===== src/rtl/ps2_host_tx_pkg.sv =====
// Shared types and timing constants for the PS/2 host-to-device transmitter.
package ps2_host_tx_pkg;

    typedef enum logic [2:0] {
        IDLE,
        INHIBIT,
        RELEASE,
        SHIFT,
        ACK,
        WAITHI,
        FINISH
    } ps2tx_state_t;

    localparam int PS2_INHIBIT_US = 100;
    localparam int PS2_TIMEOUT_US = 2000;

    // Divide by whole periods-per-second so 28 MHz gives exactly 2800 / 56000 cycles.
    function automatic int us_to_cycles(input int clk_freq, input int us);
        return clk_freq / (1_000_000 / us);
    endfunction

endpackage


===== src/rtl/ps2_host_tx_filter.sv =====
// ps2_filter: 2-flop synchroniser, 4-sample majority filter with hysteresis, falling-edge strobe.
module ps2_filter (
    input  logic clk28,
    input  logic rst_n,
    input  logic line_in,
    output logic level,
    output logic fall
);

    logic [1:0] sync_q;
    logic [3:0] hist_q;
    logic [2:0] ones;

    function automatic logic [2:0] count4(input logic [3:0] v);
        return 3'(v[0]) + 3'(v[1]) + 3'(v[2]) + 3'(v[3]);
    endfunction

    always_comb ones = count4(hist_q);

    // A 2/2 split holds the previous level, so a single glitch never toggles the output.
    always_ff @(posedge clk28) begin
        if (!rst_n) begin
            sync_q <= 2'b11;
            hist_q <= 4'hF;
            level  <= 1'b1;
            fall   <= 1'b0;
        end else begin
            sync_q <= {sync_q[0], line_in};
            hist_q <= {hist_q[2:0], sync_q[1]};
            fall   <= 1'b0;
            if (ones >= 3'd3) begin
                level <= 1'b1;
            end else if (ones <= 3'd1) begin
                level <= 1'b0;
                fall  <= level;
            end
        end
    end

endmodule


===== src/rtl/ps2_host_tx.sv =====
// PS/2 host-to-device byte transmitter (inhibit, start, 8 data, parity, stop, device ACK).
// Optional watchdog enabled by defining PS2_TX_TIMEOUT_EN.
module ps2_host_tx
    import ps2_host_tx_pkg::*;
#(
    parameter int CLK_FREQ = 28_000_000
) (
    input  logic       clk28,
    input  logic       rst_n,
    input  logic       ps2_clk_in,
    input  logic       ps2_dat_in,
    output logic       ps2_clk_oe,
    output logic       ps2_dat_oe,
    input  logic       tx_req,
    input  logic [7:0] tx_data,
    output logic       busy,
    output logic       done,
    output logic       err
);

    localparam int INHIBIT_CYC = us_to_cycles(CLK_FREQ, PS2_INHIBIT_US);
    localparam int INH_W       = $clog2(INHIBIT_CYC);
    localparam int DAT_LEAD    = 4;

    ps2tx_state_t     state;
    logic [INH_W-1:0] inh_cnt;
    logic [3:0]       edge_cnt;
    logic [8:0]       shreg;
    logic             ack_err;
    logic             clk_level, clk_fall;
    logic             dat_level, dat_fall_unused;

`ifdef PS2_TX_TIMEOUT_EN
    localparam int TIMEOUT_CYC = us_to_cycles(CLK_FREQ, PS2_TIMEOUT_US);
    localparam int WD_W        = $clog2(TIMEOUT_CYC);
    logic [WD_W-1:0] wd_cnt;
    logic            wd_expired;
    always_comb wd_expired = (wd_cnt == WD_W'(TIMEOUT_CYC - 1));
`endif

    ps2_filter u_clk_filt (
        .clk28   (clk28),
        .rst_n   (rst_n),
        .line_in (ps2_clk_in),
        .level   (clk_level),
        .fall    (clk_fall)
    );

    ps2_filter u_dat_filt (
        .clk28   (clk28),
        .rst_n   (rst_n),
        .line_in (ps2_dat_in),
        .level   (dat_level),
        .fall    (dat_fall_unused)
    );

    always_ff @(posedge clk28) begin
        if (!rst_n) begin
            state      <= IDLE;
            inh_cnt    <= '0;
            edge_cnt   <= '0;
            ack_err    <= 1'b0;
            ps2_clk_oe <= 1'b0;
            ps2_dat_oe <= 1'b0;
            busy       <= 1'b0;
            done       <= 1'b0;
            err        <= 1'b0;
`ifdef PS2_TX_TIMEOUT_EN
            wd_cnt     <= '0;
`endif
        end else begin
            done <= 1'b0;
            err  <= 1'b0;
`ifdef PS2_TX_TIMEOUT_EN
            wd_cnt <= wd_cnt + 1'b1;
`endif
            case (state)
                IDLE: begin
                    if (tx_req) begin
                        shreg      <= {~^tx_data, tx_data};
                        inh_cnt    <= '0;
                        ps2_clk_oe <= 1'b1;
                        busy       <= 1'b1;
                        state      <= INHIBIT;
                    end
                end
                // Data is pulled low just before the clock is released so the start bit is set up.
                INHIBIT: begin
                    inh_cnt <= inh_cnt + 1'b1;
                    if (inh_cnt == INH_W'(INHIBIT_CYC - DAT_LEAD - 1))
                        ps2_dat_oe <= 1'b1;
                    if (inh_cnt == INH_W'(INHIBIT_CYC - 1)) begin
                        ps2_clk_oe <= 1'b0;
                        edge_cnt   <= '0;
                        state      <= RELEASE;
`ifdef PS2_TX_TIMEOUT_EN
                        wd_cnt     <= '0;
`endif
                    end
                end
                RELEASE: state <= SHIFT;
                // Edges 1..9 put out data LSB-first then parity; edge 10 releases data for stop.
                SHIFT: begin
                    if (clk_fall) begin
                        edge_cnt <= edge_cnt + 4'd1;
`ifdef PS2_TX_TIMEOUT_EN
                        wd_cnt   <= '0;
`endif
                        if (edge_cnt == 4'd9) begin
                            ps2_dat_oe <= 1'b0;
                            state      <= ACK;
                        end else begin
                            ps2_dat_oe <= ~shreg[0];
                            shreg      <= {1'b0, shreg[8:1]};
                        end
                    end
                end
                ACK: begin
                    if (clk_fall) begin
                        edge_cnt <= 4'd11;
                        ack_err  <= dat_level;
                        state    <= WAITHI;
`ifdef PS2_TX_TIMEOUT_EN
                        wd_cnt   <= '0;
`endif
                    end
                end
                WAITHI: begin
                    if (clk_level && dat_level) begin
                        done  <= 1'b1;
                        err   <= ack_err;
                        state <= FINISH;
                    end
                end
                FINISH: begin
                    busy  <= 1'b0;
                    state <= IDLE;
                end
                default: state <= IDLE;
            endcase
`ifdef PS2_TX_TIMEOUT_EN
            if (wd_expired && (state inside {RELEASE, SHIFT, ACK, WAITHI})) begin
                ps2_clk_oe <= 1'b0;
                ps2_dat_oe <= 1'b0;
                done       <= 1'b1;
                err        <= 1'b1;
                state      <= FINISH;
            end
`endif
        end
    end

endmodule


===== config.mk =====
export PLATFORM = sky130hd
export DESIGN_NAME = ps2_host_tx
export DESIGN_NICKNAME = d
export VERILOG_FILES = /design/src/rtl/ps2_host_tx_pkg.sv /design/src/rtl/ps2_host_tx_filter.sv /design/src/rtl/ps2_host_tx.sv
export SDC_FILE = /design/constraint.sdc
export NUM_CORES = 1
export LEC_CHECK = 0
export CORE_MARGIN = 5
export CORE_UTILIZATION = 40
export DETAILED_ROUTE_END_ITERATION = 7
export GPL_ROUTABILITY_DRIVEN = 0
export GPL_TIMING_DRIVEN = 0
export PLACE_DENSITY = 0.66
export SYNTH_ARGS = -nofsm -noshare
export SYNTH_HDL_FRONTEND = slang
export SYNTH_SLANG_ARGS = --single-unit

===== constraint.sdc =====
create_clock -name clk28 -period 4.1 [get_ports clk28]
set_input_delay 0.615 -clock clk28 [delete_from_list [all_inputs] [get_ports clk28]]
set_output_delay 0.615 -clock clk28 [all_outputs]
set_load 0.005 [all_outputs]

# After elaboration in Yosys (flattened, before gate mapping)
# Index checks and enable logic that the tools add are counted.
# Widths: inputs -> output; s select.
[word_totals] reg_bits=49 ramBits=0 elab_cells=96 output_inout_bits=5 rom_bits=0 input_bits=13 latch_bits=0 mem_count=0
[op_classes] n_mul=0 n_eq_ne=17 bitwise=3 n_addsub=8 n_shift=0 order_cmp=4 reduce_logical=21 div=0 mux=26
[op_table] op="$mux 9" count=3
[op_table] op="$eq 12x12->1 const B" count=2
[op_table] op="$pmux 12 s2" count=1
[op_table] op="$mux 3" count=6
[op_table] op="$pmux 3 s6" count=1
[op_table] op="$pmux 9 s2" count=1
[op_table] op="$add 12x1->12 const B" count=1
[op_table] op="$add 3x1->3" count=4
[op_table] op="$mux 12" count=1
[op_table] op="$mux 4" count=3
[op_table] op="$ne 2x2->1 const B" count=6
[op_table] op="$pmux 4 s3" count=1
[op_table] op="$eq 3x3->1 const B" count=3
[op_table] op="$reduce_and 3->1" count=3
[op_table] op="$reduce_and 2->1" count=4
[op_table] op="$reduce_bool 2->1" count=4
[op_table] op="$reduce_xnor 8->1" count=1
[op_table] op="$eq 3x2->1 const B" count=2
[op_table] op="$ge 3x2->1 const B" count=2
[op_table] op="$le 3x1->1 const B" count=2
[op_table] op="$mux 1" count=6
[op_table] op="$pmux 1 s2" count=3
[op_table] op="$reduce_and 6->1" count=1
[op_table] op="$reduce_and 5->1" count=1
[op_table] op="other kinds (12)" count=17

# Depth between registers and ports, before layout
[logic_depth] word_depth=6 mapped_depth=8

# Hierarchy
# From an unflattened synthesis, not the netlist that was laid out.
[unflattened] hier_cells=260 area_unflattened_um2=2479.9
[by_module_without_submodules] module="ps2_host_tx" cells_each=202 seq_area_each_um2=770.7 area_each_um2=1834.3 instances=1
[by_module_without_submodules] module="ps2_filter" cells_each=29 seq_area_each_um2=160.2 area_each_um2=322.8 instances=2

# Worst setup path before layout
# Ideal clock, no wire load.
[synth_path] path_type="input to register" start="input port tx_req" end="register shreg[0], enable pin" stages=2 t_required_ns=3.711 path_buffers=0 path_slack_ns=1.838 arrival_time_ns=1.873 setup_time_ns=0.389 cell_sequence="or4b_1 a21boi_0"
[synth_via] elab_chain_len=2
[synth_lines] item="from (decl)" line_no="ps2_host_tx.sv:14" rtl="input logic tx_req,"
[synth_lines] item="$ne 2x2->1 (no line)"
[synth_lines] item="$reduce_and 5->1 (no line)"
[synth_lines] item="to (signal assigned)" line_no="ps2_host_tx.sv:80" rtl="shreg <= {~^tx_data, tx_data};"
[synth_lines] item="to (signal assigned)" line_no="ps2_host_tx.sv:114" rtl="shreg <= {1'b0, shreg[8:1]};"
[synth_lines] item="to (decl)" line_no="ps2_host_tx.sv:28" rtl="logic [8:0] shreg;"
# No other way between the ends.
# A chain may end at the register's enable or synchronous reset.

# Final worst setup path
[layout_path] start="input port tx_req" end="register shreg[5], enable pin"
# Same word-level chain as after synthesis.

==> flow_summary_export.csv <==
group,metric,value,unit
synth,netlist.top_cell.by_area,"sky130_fd_sc_hd__dfxtp_1",
grt,via_count_of_the_first_global_routing_pass,1811,
synth,synth_cell_types,53,
floorplanning,floorplan.die_area,7807,um2
cts,cts_buffers,5,
final_layout,area_growth_synth_to_finish,14.98,%
pwr,p_per_cell_area,429.9,nW/um2
detailed_routing,route.detailed.drc,0,
worst_setup_path,crit_path_start,"tx_req",
floorplanning,chipHeight,88.36,um
grt,antenna_found_initial,0,
timing,slew_at_the_pin_with_the_worst_max_slew_slack,0.7864,ns
grt,globalRouteMet3Util,2.793,%
place,preCtsSetupSlack,0.8029,ns
pwr,power,1.214,mW
timing,fin_crit,2.598,ns
cts,clock_latency,0.30,ns
final_layout,diodes,0,
synth,proportion_of_netlist_area_held_by_the_largest_area_contributor,32.60,%
place,dp.cells,358,
cts,clkSlewWorstSetupHoldPaths,0.09,ns
timing,max-slew-margin-rel,47.46,%
synth,synth.ff_latch_count,49,
timing,final.setup_skew,0.01119,ns
grt,maximum_number_of_pins_on_one_net_before_global_route_repair,17,
floorplanning,core,5956,um2
place,buffers_on_ports,16,
synth,post-synth-top-count-cell,"sky130_fd_sc_hd__nand2_1",
synth,synthArstFlopShare,0,%
synth,synth_common_cells,"sky130_fd_sc_hd__nand2_1 (44), sky130_fd_sc_hd__dfxtp_1 (40), sky130_fd_sc_hd__nand3_1 (15)",
synth,mappedNetlistNets,293,
min_path,hold-path-cell-count,1,
worst_setup_path,critical_path_peak_fanout,6,
floorplanning,floorplan.die.width,88.36,um
floorplanning,initial_core_util,41.24,%
final_layout,drive_gt1_share,5.479,%
flow_run,max_cap_viol_count,0,
timing,whs,0.4153,ns
grt,grt.met2_usage,22.37,%
worst_setup_path,setup.worst_path.start_class,"input pin",
synth,top_area_cells_in_the_synthesized_netlist,"sky130_fd_sc_hd__dfxtp_1 (33%), sky130_fd_sc_hd__edfxtp_1 (11%), sky130_fd_sc_hd__nand2_1 (6.7%)",
cts,cts.htree.levels,2,
synth,post_synth_inst_count,267,
final_layout,post-route-cell-area,2824,um2
worst_setup_path,regToRegStartpoint,"state[0]",
synth,ys.warnings.count,0,
pwr,power.static_leakage,1.173,nW
synth,synth_edf_count,9,
worst_setup_path,reg2reg_depth,6,
timing,timing.final.setup_violations,0,
place,placed_cell_area,2710,um2
pwr,ir_worst_vdd,236.6,uV
detailed_routing,detailedRoute.firstPassIterationCount,4,
cts,clk_path_buf_depth,2,
cts,clock_root_cell,"sky130_fd_sc_hd__clkbuf_8",
timing,count_of_endpoints_failing_hold_in_the_final_timing_report,0,
synth,avgSynthCellArea,9.199,um2
cts,cts.repair_timing.setup_buffer_count,0,
final_layout,stdcell_count,367,
cts,numClockSinks,49,
cts,holdBufCountCts,0,
outcome,run_status,"completed",
grt,grt_first_pass_wirelength,8362,um
grt,grt_util_all_layers,13.38,%
cts,cts_tree,"yes",
detailed_routing,wire_per_inst,13.48,um
place,detailedPlacementHpwl,3577,um
grt,grt_met1_use,17.73,%
worst_setup_path,end_kind,"register",
worst_setup_path,critPathRequiredTime,4.11,ns
detailed_routing,drt_iter0_drc,102,
min_path,hold_path.startpoint,"u_clk_filt.sync_q[0]",
grt,grt-busiest-layer,"met2",
synth,sequential_cell_area_fraction_in_the_yosys_report,43.61,%
floorplanning,rows,28,
detailed_routing,vias_per_cell,5.308,
detailed_routing,finalWirelength,4947,um
detailed_routing,antenna_violating_nets_post_route,0,
synth,synth.cell_area,2456,um2
timing,rsz_0062_raised_after_global_routing,"false",
min_path,min-delay-path-class,"register to register",
timing,setup_tns_final,0,ns
final_layout,utilization,47.42,%
floorplanning,top_level_ports,18,
worst_setup_path,arrival,2.61,ns
final_layout,fillers,574,
timing,timing.final.max_slew_violations,0,
grt,grt_overflow,0,
timing,worst_slack,1.502,ns
worst_setup_path,worst-setup-path-type,"input pin to register",
timing,post-route-period-util,63.37,%
final_layout,final_nets,317,
synth,postSynth.topFlopCell,"sky130_fd_sc_hd__dfxtp_1",
timing,maxClockFrequency,384.9,MHz
cts,cts_resized,0,
detailed_routing,via_count,1948,
[registers in the layout, indices dropped and copies added (netlist names), 2 cells and up]
register / count
inh_cnt: 12
shreg: 9
u_clk_filt.sync_q: 2
u_dat_filt.hist_q: 4
u_dat_filt.sync_q: 2
edge_cnt: 4
u_clk_filt.hist_q: 4
state: 3
[final timing paths]
kind / end / slack [ns]
max: shreg[5] / 1.50
min: u_clk_filt.sync_q[1] / 0.42
max reg2reg: shreg[5] / 1.64
min reg2reg: u_clk_filt.sync_q[1] / 0.42
[worst max-delay path, cell delays in order]
cell and delay (ns):
sky130_fd_sc_hd__clkdlybuf4s50_1 0.55, sky130_fd_sc_hd__or4b_1 0.62, sky130_fd_sc_hd__a21boi_0 0.53, sky130_fd_sc_hd__buf_2 0.29
[placed cells by master, fill, tap and decap left out, drive strengths merged, types with 4 or more instances in the layout]
| master | synthesis | final |
|---|---|---|
| a21boi | 5 | 5 |
| ha | 11 | 11 |
| nor4 | 5 | 5 |
| o211a | 4 | 4 |
| clkdlybuf4s50 | 0 | 16 |
| nand3 | 15 | 15 |
| clkbuf | 11 | 17 |
| inv | 13 | 14 |
| o21ai | 9 | 9 |
| nor3 | 4 | 4 |
| mux2i | 4 | 4 |
| nor2 | 8 | 8 |
| nand2 | 44 | 44 |
| o31ai | 4 | 4 |
| edfxtp | 9 | 9 |
| xnor2 | 6 | 6 |
| nor3b | 5 | 5 |
| and3 | 4 | 4 |
| nor2b | 4 | 4 |
| a21oi | 5 | 5 |
| nand2b | 13 | 13 |
| nand3b | 4 | 4 |
| dfxtp | 40 | 40 |
[area by class of cell]
cell class / count / area, um2 / share of cell area [%]
multi-input cells: 192 / 1279 / 45.28
flip-flops and latches: 49 / 1071 / 37.93
repair buffers: 17 / 165.2 / 5.848
clock buffers: 6 / 93.84 / 3.323
well taps: 75 / 93.84 / 3.323
plain buffers: 13 / 57.56 / 2.038
inverters: 13 / 48.80 / 1.728
clock inverters: 2 / 15.01 / 0.5317
[power breakdown]
group	switching, mW	internal [mW]
registers	0.0285	0.535
clock network	0.165	0.159
logic	0.193	0.134
[cell families after synthesis]
logic type      synth area share [%]
flops                          43.61
compound gates                 13.60
buf+inv                        4.330
mux                            1.630
simple gates                   27.10
fa+ha+maj                      7.234
xor+xnor                       2.496
[routing by layer]
layer,vias to the layer above,routed length (um)
li1,993,-
met1,921,2475
met2,29,2246
met3,5,173
met4,0,52
met5,-,0
No activity file was read; power rests on OpenSTA's default activity.
